$ cat src/rtl/fpu_mul_seq.sv
// Sequential IEEE-754 single-precision multiplier.
// Operation: capture the operands, unpack and classify them, run a 24-step
// shift-add mantissa multiply, then normalize, truncate and pack the result.
// Denormal inputs are flushed to signed zero. Latency is a fixed 27 cycles
// from acceptance to the done pulse, whatever the data.
//
// Handshake: start is accepted only on an edge where the FSM is in IDLE
// (busy=0); start while busy is ignored. done is a one-cycle pulse. result,
// resultAddr and the flags are valid in the done cycle and hold until the
// next done.
module fpu_mul_seq (
    input  logic        clk,
    input  logic        reset,
    input  logic        start,
    input  logic [31:0] opA,
    input  logic [31:0] opB,
    input  logic [4:0]  destAddr,
    output logic        busy,
    output logic        done,
    output logic [31:0] result,
    output logic [4:0]  resultAddr,
    output logic        overflow,
    output logic        underflow,
    output logic        invalid,
    output logic [2:0]  state_dbg
);

    typedef enum logic [2:0] {IDLE, UNPACK, MULT, NORM, DONE} state_t;

    state_t      state;
    logic [31:0] a_q, b_q;
    logic [4:0]  dest_q;
    logic        sign_a, sign_b;
    logic [7:0]  exp_a, exp_b;
    logic [23:0] mant_a, mant_b;
    logic [47:0] prod;
    logic [4:0]  cnt;
    logic        zero_a, inf_a, nan_a;
    logic        zero_b, inf_b, nan_b;

    // Next-cycle values computed from the unpacked operands.
    logic [24:0]        step_sum;
    logic signed [9:0]  exp_sum;
    logic signed [9:0]  exp_norm;
    logic [22:0]        frac_norm;
    logic               sign_r;
    logic [31:0]        res_next;
    logic               ovf_next, unf_next, inv_next;

    assign busy      = (state != IDLE);
    assign state_dbg = state;

    // One shift-add step: add the multiplicand into the upper half when the
    // current LSB of the multiplier is set; the whole product shifts right.
    always_comb begin
        step_sum = {1'b0, prod[47:24]} + (mant_b[0] ? {1'b0, mant_a} : 25'd0);
    end

    // Normalize, truncate and select the special-case result.
    always_comb begin
        sign_r   = sign_a ^ sign_b;
        exp_sum  = $signed({2'b00, exp_a}) + $signed({2'b00, exp_b}) - 10'sd127;
        exp_norm = exp_sum;
        frac_norm = prod[45:23];
        if (prod[47]) begin
            exp_norm  = exp_sum + 10'sd1;
            frac_norm = prod[46:24];
        end
        res_next = {sign_r, exp_norm[7:0], frac_norm};
        ovf_next = 1'b0;
        unf_next = 1'b0;
        inv_next = 1'b0;
        if (nan_a || nan_b || (inf_a && zero_b) || (zero_a && inf_b)) begin
            res_next = 32'h7FC0_0000;
            inv_next = 1'b1;
        end else if (inf_a || inf_b) begin
            res_next = {sign_r, 8'hFF, 23'h0};
        end else if (zero_a || zero_b) begin
            res_next = {sign_r, 31'h0};
        end else if (exp_norm >= 10'sd255) begin
            res_next = {sign_r, 8'hFF, 23'h0};
            ovf_next = 1'b1;
        end else if (exp_norm <= 10'sd0) begin
            res_next = {sign_r, 31'h0};
            unf_next = 1'b1;
        end
    end

    // Control FSM plus datapath registers; outputs change only entering DONE.
    always_ff @(posedge clk) begin
        if (reset) begin
            state      <= IDLE;
            done       <= 1'b0;
            result     <= 32'h0;
            resultAddr <= 5'h0;
            overflow   <= 1'b0;
            underflow  <= 1'b0;
            invalid    <= 1'b0;
            a_q        <= 32'h0;
            b_q        <= 32'h0;
            dest_q     <= 5'h0;
            sign_a     <= 1'b0;
            sign_b     <= 1'b0;
            exp_a      <= 8'h0;
            exp_b      <= 8'h0;
            mant_a     <= 24'h0;
            mant_b     <= 24'h0;
            prod       <= 48'h0;
            cnt        <= 5'h0;
            zero_a     <= 1'b0;
            inf_a      <= 1'b0;
            nan_a      <= 1'b0;
            zero_b     <= 1'b0;
            inf_b      <= 1'b0;
            nan_b      <= 1'b0;
        end else begin
            done <= 1'b0;
            case (state)
                IDLE: begin
                    if (start) begin
                        a_q    <= opA;
                        b_q    <= opB;
                        dest_q <= destAddr;
                        state  <= UNPACK;
                    end
                end
                UNPACK: begin
                    sign_a <= a_q[31];
                    sign_b <= b_q[31];
                    exp_a  <= a_q[30:23];
                    exp_b  <= b_q[30:23];
                    mant_a <= {1'b1, a_q[22:0]};
                    mant_b <= {1'b1, b_q[22:0]};
                    zero_a <= (a_q[30:23] == 8'h00);
                    inf_a  <= (a_q[30:23] == 8'hFF) && (a_q[22:0] == 23'h0);
                    nan_a  <= (a_q[30:23] == 8'hFF) && (a_q[22:0] != 23'h0);
                    zero_b <= (b_q[30:23] == 8'h00);
                    inf_b  <= (b_q[30:23] == 8'hFF) && (b_q[22:0] == 23'h0);
                    nan_b  <= (b_q[30:23] == 8'hFF) && (b_q[22:0] != 23'h0);
                    prod   <= 48'h0;
                    cnt    <= 5'h0;
                    state  <= MULT;
                end
                MULT: begin
                    prod   <= {step_sum, prod[23:1]};
                    mant_b <= {1'b0, mant_b[23:1]};
                    cnt    <= cnt + 5'd1;
                    if (cnt == 5'd23) begin
                        state <= NORM;
                    end
                end
                NORM: begin
                    result     <= res_next;
                    resultAddr <= dest_q;
                    overflow   <= ovf_next;
                    underflow  <= unf_next;
                    invalid    <= inv_next;
                    done       <= 1'b1;
                    state      <= DONE;
                end
                DONE: begin
                    state <= IDLE;
                end
                default: begin
                    state <= IDLE;
                end
            endcase
        end
    end

endmodule
$ cat config.mk
export PLATFORM = sky130hd
export DESIGN_NAME = fpu_mul_seq
export DESIGN_NICKNAME = d
export VERILOG_FILES = /design/src/rtl/fpu_mul_seq.sv
export SDC_FILE = /design/constraint.sdc
export NUM_CORES = 1
export LEC_CHECK = 0
export BUFFER_PORTS_ARGS = -buffer_cell sky130_fd_sc_hd__buf_2
export CAP_MARGIN = 10
export CORE_UTILIZATION = 53
export CTS_CLUSTER_SIZE = 10
export DETAILED_ROUTE_END_ITERATION = 16
export GPL_TIMING_DRIVEN = 0
export PLACE_DENSITY = 0.76
export SLEW_MARGIN = 30
export SYNTH_ARGS = -nofsm -noshare
export SYNTH_HDL_FRONTEND = slang
export SYNTH_SLANG_ARGS = --single-unit
$ cat constraint.sdc
create_clock -name clk -period 3.1 [get_ports clk]
set_input_delay 0.62 -clock clk [delete_from_list [all_inputs] [get_ports clk]]
set_output_delay 0.62 -clock clk [all_outputs]
set_load 0.005 [all_outputs]
==> flow_metrics.env, run 1 <==
export IMPL_outcome="finished with violations"
export IMPL_violations="setup timing"
export IMPL_ys_async_sr_fraction=0
export IMPL_cts_tree="yes"
export IMPL_mostFrequentLayoutCells="nand2_1 (293), dfxtp_1 (211), a21oi_1 (173)"
export IMPL_cp_end_kind="register"
export IMPL_cts_hold_buf=0
export IMPL_syn_area_per_cell_sq_um=8.20
export IMPL_area_growth_pct=20.1
export IMPL_cts_clk_slew_worst_paths_ns=0.06
export IMPL_synthCells=1221
export IMPL_hold_violations=0
export IMPL_fin_ws_ns=-0.239
export IMPL_power_density_mw_per_mm2=500
export IMPL_cts_sinks=215
export IMPL_period_share=1.08
export IMPL_drt_vias_per_instance=5.63
export IMPL_num_vias=9146
export IMPL_wire_per_inst_um=16.0
export IMPL_required_ns=3.53
export IMPL_final_max_slew_violation_count=0
export IMPL_synthDistinctLibCells=66
export IMPL_rows=49
export IMPL_drc=0
export IMPL_numPortBuffers=115
export IMPL_grt_overflow=0
export IMPL_skew_ns=0.0156
export IMPL_cts_buffers=25
export IMPL_fin_cells=1624
export IMPL_leakagePower_nw=4.73
export IMPL_start_kind="register"
export IMPL_clock_latency_ns=0.51
export IMPL_ys_warn_count=0
export IMPL_achievable_frequency_ghz=0.299
export IMPL_grt_max_degree=12
export IMPL_fin_crit_ns=3.34
export IMPL_cp_max_fo=7
export IMPL_ctsLongestPathBuffers=3
export IMPL_num_antenna_cells=0
export IMPL_synth_seq_area_share=0.430
export IMPL_crit_type="reg -> reg"
export IMPL_layout_drive_gt1_share=0.182
export IMPL_drt_iter0_markers=547
export IMPL_fin_nets=1510
export IMPL_initial_core_util=0.550
export IMPL_rsz0062_at_grt="yes"
export IMPL_synth_edf_count=0
export IMPL_cts_root_buf="clkbuf_16"
export IMPL_multiInputGateArea_sq_mm=0.00556
export IMPL_grt_usage=0.260
export IMPL_maxCapViolCount=0
export IMPL_ant_nets=0
export IMPL_synthFlopType="dfxtp_1"
export IMPL_arrival_ns=3.77
export IMPL_setup_viol=31
export IMPL_synth_area_sq_mm=0.0100
export IMPL_grt_pass1_wl_um=41200
export IMPL_coreArea_sq_mm=0.0182
export IMPL_grt_pass1_vias=8519
export IMPL_synth_ff_latch_count=215
export IMPL_io_pins=117
export IMPL_die_h_um=139
export IMPL_dieArea_sq_mm=0.0194
export IMPL_fillers=1540
export IMPL_dp_cells=1565
export IMPL_first_pass_iters=5
export IMPL_max_vdd_ir_drop_mv=0.376
export IMPL_antenna_found_initial=0
export IMPL_slew_headroom=0.533
export IMPL_seq_area_sq_mm=0.00431
export IMPL_routabilityCongestion=0.889
export IMPL_syn_nets=1336
export IMPL_die_w_um=139
export IMPL_tightestPinTransition_ns=0.700
export IMPL_final_common_cell="nand2_1"
export IMPL_totalWireLength_um=26000
export IMPL_dp_hpwl_um=18600
export IMPL_place_ws_ns=-0.366
export IMPL_hold_class="in -> reg"
export IMPL_h_tree_depth=1
==> kinds of logic after synthesis <==
family | after synthesis | synth area share
AO/OA/AOI/OAI | 339 | 0.213
XOR/XNOR | 33 | 0.0296
adder cells (fa/ha/maj) | 43 | 0.0552
buffers and inverters | 87 | 0.0353
flip-flops | 215 | 0.430
multiplexers | 29 | 0.0295
AND/OR/NAND/NOR | 475 | 0.207
==> Yosys cell counts, drive strengths merged, types with 3 or more instances <==
master / number / area, sq um
nor4: 15 / 93.8
nand2b: 3 / 18.8
o21bai: 6 / 45.0
ha: 41 / 513
mux2i: 25 / 250
nand4: 11 / 68.8
and2: 27 / 169
a211oi: 8 / 70.1
nor2: 61 / 231
o21a: 11 / 82.6
inv: 11 / 41.3
a22oi: 39 / 293
nand2: 293 / 1100
nand3: 15 / 75.1
mux2: 4 / 45.0
o21ai: 59 / 370
a22o: 8 / 70.1
a31oi: 3 / 18.8
and3: 12 / 75.1
a21oi: 175 / 876
xor2: 10 / 95.1
buf: 9 / 60.1
nor3: 19 / 95.1
a21o: 8 / 60.1
dfxtp: 215 / 4300
clkbuf: 67 / 251
xnor2: 23 / 201
or2: 3 / 18.8
or3: 4 / 25.0
==> cell type report <==
class / instances / area share
Buffer: 75 / 0.0260
Clock buffer: 26 / 0.0532
Clock inverter: 1 / 0.000416
Inverter: 11 / 0.00343
Multi-Input combinational cell: 919 / 0.462
Sequential cell: 215 / 0.358
Tap cell: 229 / 0.0238
Timing Repair Buffer: 148 / 0.0723
==> timing repair <==
item / CTS / global route
pin swaps: 11 / 14
buffers inserted: 23 / 9
gates cloned: 2 / 0
gates resized for setup: 30 / 24
setup endpoints to repair: 36 / 37
==> sequential cells by signal (all words and copies together) (netlist names) <==
register / flops
a_q: 32
inf_b: 1
zero_a: 1
result: 32
underflow: 1
cnt: 5
done: 1
mant_a: 24
state_dbg: 3
inf_a: 1
mant_b: 24
b_q: 32
sign_b: 1
exp_a: 8
dest_q: 5
zero_b: 1
nan_b: 1
nan_a: 1
invalid: 1
prod: 25
overflow: 1
sign_a: 1
exp_b: 8
resultAddr: 5
==> worst paths after layout <==
kind | startpoint | endpoint | slack [ns] | cells past startpoint
worst min register to register | result[11] | result[11] | 0.45 | 2
worst max-delay path | exp_b[1] | result[9] | -0.24 | 13
worst max register to register | exp_b[1] | result[9] | -0.24 | 13
worst min-delay path | opA[27] | a_q[27] | 0.34 | 3
==> per-stage QoR <==
stage / hold slack, ns / instance area (sq um) / setup TNS (ns) / util / power, mW
after floorplan: 0.432 / 10000 / 0 / - / 3.35
after detailed placement: 0.437 / 10900 / -9.56 / 0.599 / 3.57
after global placement: 0.432 / 10900 / -6.82 / 0.599 / 3.56
final: 0.341 / 12000 / -5.27 / 0.660 / 6.01
after CTS: 0.330 / 11900 / -1.66 / 0.653 / 6.04
after global routing: 0.342 / 12000 / -9.76 / 0.660 / 6.24
==> report_power, final <==
group / internal [mW] / switching [mW] / leakage [nW] / total (mW)
Combinational: 0.197 / 0.398 / 2.67 / 0.596
Sequential: 2.87 / 0.0812 / 1.75 / 2.95
Clock: 1.43 / 1.03 / 0.319 / 2.47
==> critical path, stage by stage (launching register included) <==
cell,delay (ns)
dfxtp_2,0.33
ha_4,0.24
ha_4,0.16
fa_2,0.55
nand4b_1,0.12
or2b_1,0.30
nor3_2,0.26
nand4_1,0.18
o21ba_4,0.28
and3_4,0.24
o2111ai_4,0.15
buf_6,0.19
buf_8,0.13
o21ai_2,0.12
==> per-layer routing <==
metal	global-route usage	routed length, um
met3	0.0330	1400
met5	0	0
met2	0.449	12500
met1	0.339	11500
met4	0.0760	548
Power figures use the tool's default switching activity.
==> inputs of run 2 (changes only) <==
--- a/config.mk
+++ b/config.mk
@@ -5,7 +5,7 @@
 export SDC_FILE = /design/constraint.sdc
 export NUM_CORES = 1
 export LEC_CHECK = 0
-export BUFFER_PORTS_ARGS = -buffer_cell sky130_fd_sc_hd__buf_2
+export BUFFER_PORTS_ARGS = -buffer_cell sky130_fd_sc_hd__buf_4
 export CAP_MARGIN = 10
 export CORE_UTILIZATION = 53
 export CTS_CLUSTER_SIZE = 10
==> flow_metrics.env, run 2 (synthesized netlist as in run 1, its figures left out) <==
export IMPL_grt_max_degree=14
export IMPL_initial_core_util=0.550
export IMPL_power_mw=6.16
export IMPL_wire_per_inst_um=16.3
export IMPL_drc=0
export IMPL_fin_ws_ns=-0.149
export IMPL_ant_nets=0
export IMPL_fin_nets=1507
export IMPL_num_antenna_cells=0
export IMPL_num_vias=9245
export IMPL_p_sw_mw=1.58
export IMPL_p_seq_frac=0.479
export IMPL_route_met2_wl_um=12800
export IMPL_setup_viol=31
export IMPL_mostFrequentLayoutCells="nand2_1 (292), dfxtp_1 (210), a21oi_1 (171)"
export IMPL_io_pins=117
export IMPL_p_int_mw=4.58
export IMPL_clock_latency_ns=0.53
export IMPL_coreArea_sq_mm=0.0182
export IMPL_cts_buffers=25
export IMPL_maxCapViolCount=0
export IMPL_max_vdd_ir_drop_mv=0.471
export IMPL_cts_tree="yes"
export IMPL_skew_ns=0.0122
export IMPL_achievable_frequency_ghz=0.308
export IMPL_leakagePower_nw=4.79
export IMPL_grt_pass1_vias=8875
export IMPL_dp_hpwl_um=18900
export IMPL_crit_type="reg -> reg"
export IMPL_grt_usage=0.267
export IMPL_ctsLongestPathBuffers=3
export IMPL_antenna_found_initial=0
export IMPL_cts_root_buf="clkbuf_16"
export IMPL_drt_iter0_markers=488
export IMPL_power_density_mw_per_mm2=499
export IMPL_utilization=0.678
export IMPL_hold_class="in -> reg"
export IMPL_totalWireLength_um=26400
export IMPL_cts_sinks=215
export IMPL_required_ns=3.51
export IMPL_layout_drive_gt1_share=0.187
export IMPL_first_pass_iters=5
export IMPL_die_w_um=139
export IMPL_cp_end_kind="register"
export IMPL_period_share=1.05
export IMPL_die_h_um=139
export IMPL_final_max_slew_violation_count=0
export IMPL_violations="setup timing"
export IMPL_grt_pass1_wl_um=42600
export IMPL_tightestPinTransition_ns=0.691
export IMPL_cts_clk_slew_worst_paths_ns=0.06
export IMPL_final_common_cell="nand2_1"
export IMPL_drt_vias_per_instance=5.70
export IMPL_routabilityCongestion=0.901
export IMPL_start_kind="register"
export IMPL_fin_crit_ns=3.25
export IMPL_combPwrFrac=0.104
export IMPL_rsz0062_at_grt="yes"
export IMPL_p_sw_frac=0.256
export IMPL_grt_overflow=0
export IMPL_cp_max_fo=5
export IMPL_numPortBuffers=115
export IMPL_area_growth_pct=23.3
export IMPL_arrival_ns=3.66
export IMPL_slew_headroom=0.539
export IMPL_outcome="finished with violations"
export IMPL_reg_top3="a_q: 32 flops, b_q: 32 flops, result: 32 flops"
export IMPL_wl_met1_um=11800
export IMPL_rows=49
export IMPL_dieArea_sq_mm=0.0194
export IMPL_highest_layer="met4"
export IMPL_hold_violations=0
export IMPL_h_tree_depth=1
export IMPL_wl_met3_um=1340
export IMPL_clkPwrFrac=0.418
==> run 2: area by class of cell <==
| type | count | area [sq um] |
|---|---|---|
| clock buffer | 28 | 657 |
| clock inverter | 1 | 20.0 |
| tap | 229 | 287 |
| buffer | 73 | 283 |
| timing repair buffer | 147 | 1150 |
| inverter | 11 | 41.3 |
| multi-input combinational | 919 | 5590 |
| fill | 1541 | 5870 |
| sequential | 215 | 4310 |
==> run 2: repair_timing <==
| action | in CTS | in global routing |
|---|---|---|
| buffers inserted | 23 | 9 |
| setup endpoints to repair | 35 | 39 |
| hold buffers | 0 | 0 |
| resized for setup | 37 | 32 |
| cloned | 2 | 0 |
| pin swaps | 13 | 18 |
==> run 2: power groups by stage <==
| stage | Sequential (mW) | Clock (mW) | Combinational (mW) |
|---|---|---|---|
| final | 2.95 | 2.57 | 0.638 |
| after global routing | 2.96 | 2.69 | 0.705 |
| after CTS | 2.94 | 2.58 | 0.623 |
| after detailed placement | 3.00 | 0 | 0.603 |
| after global placement | 3.00 | 0 | 0.593 |
| after floorplan | 2.98 | 0 | 0.377 |
==> run 2: metrics by stage <==
| step | TNS (ns) | hold WS (ns) | cells | instance area, sq um | setup slack (ns) |
|---|---|---|---|---|---|
| final | -3.26 | 0.337 | 1623 | 12300 | -0.149 |
| after global routing | -7.60 | 0.341 | 1623 | 12300 | -0.281 |
| after CTS | -2.38 | 0.330 | 1618 | 12200 | -0.143 |
| after detailed placement | -8.93 | 0.442 | 1565 | 11200 | -0.344 |
| after global placement | -6.77 | 0.438 | 1565 | 11200 | -0.256 |
| after floorplan | 0 | 0.432 | 1221 | 10000 | 0.0197 |
==> run 2: per-layer routing <==
| layer | global-route usage | up-vias |
|---|---|---|
| li1 | - | 4601 |
| met5 | 0 | - |
| met3 | 0.0358 | 40 |
| met1 | 0.346 | 4345 |
| met2 | 0.465 | 259 |
| met4 | 0.0760 | 0 |
==> run 2: worst paths after layout <==
path | cells past startpoint | startpoint | end | slack [ns]
hold / removal | 3 | opA[26] | a_q[26] | 0.34
setup reg to reg | 13 | exp_a[1] | result[13] | -0.15
setup / recovery | 13 | exp_a[1] | result[13] | -0.15
hold reg to reg | 2 | mant_a[18] | mant_a[18] | 0.45
==> run 2: worst max-delay path, cell delays in order, from the launching register on <==
cell and delay [ns]:
dfxtp_2 0.34, ha_4 0.24, ha_4 0.16, fa_2 0.56
nand4b_1 0.15, buf_4 0.18, xor2_1 0.21, o21a_1 0.21
nor4b_4 0.28, a311oi_4 0.17, o2111ai_4 0.27, buf_12 0.16
buf_6 0.13, o21ai_2 0.06
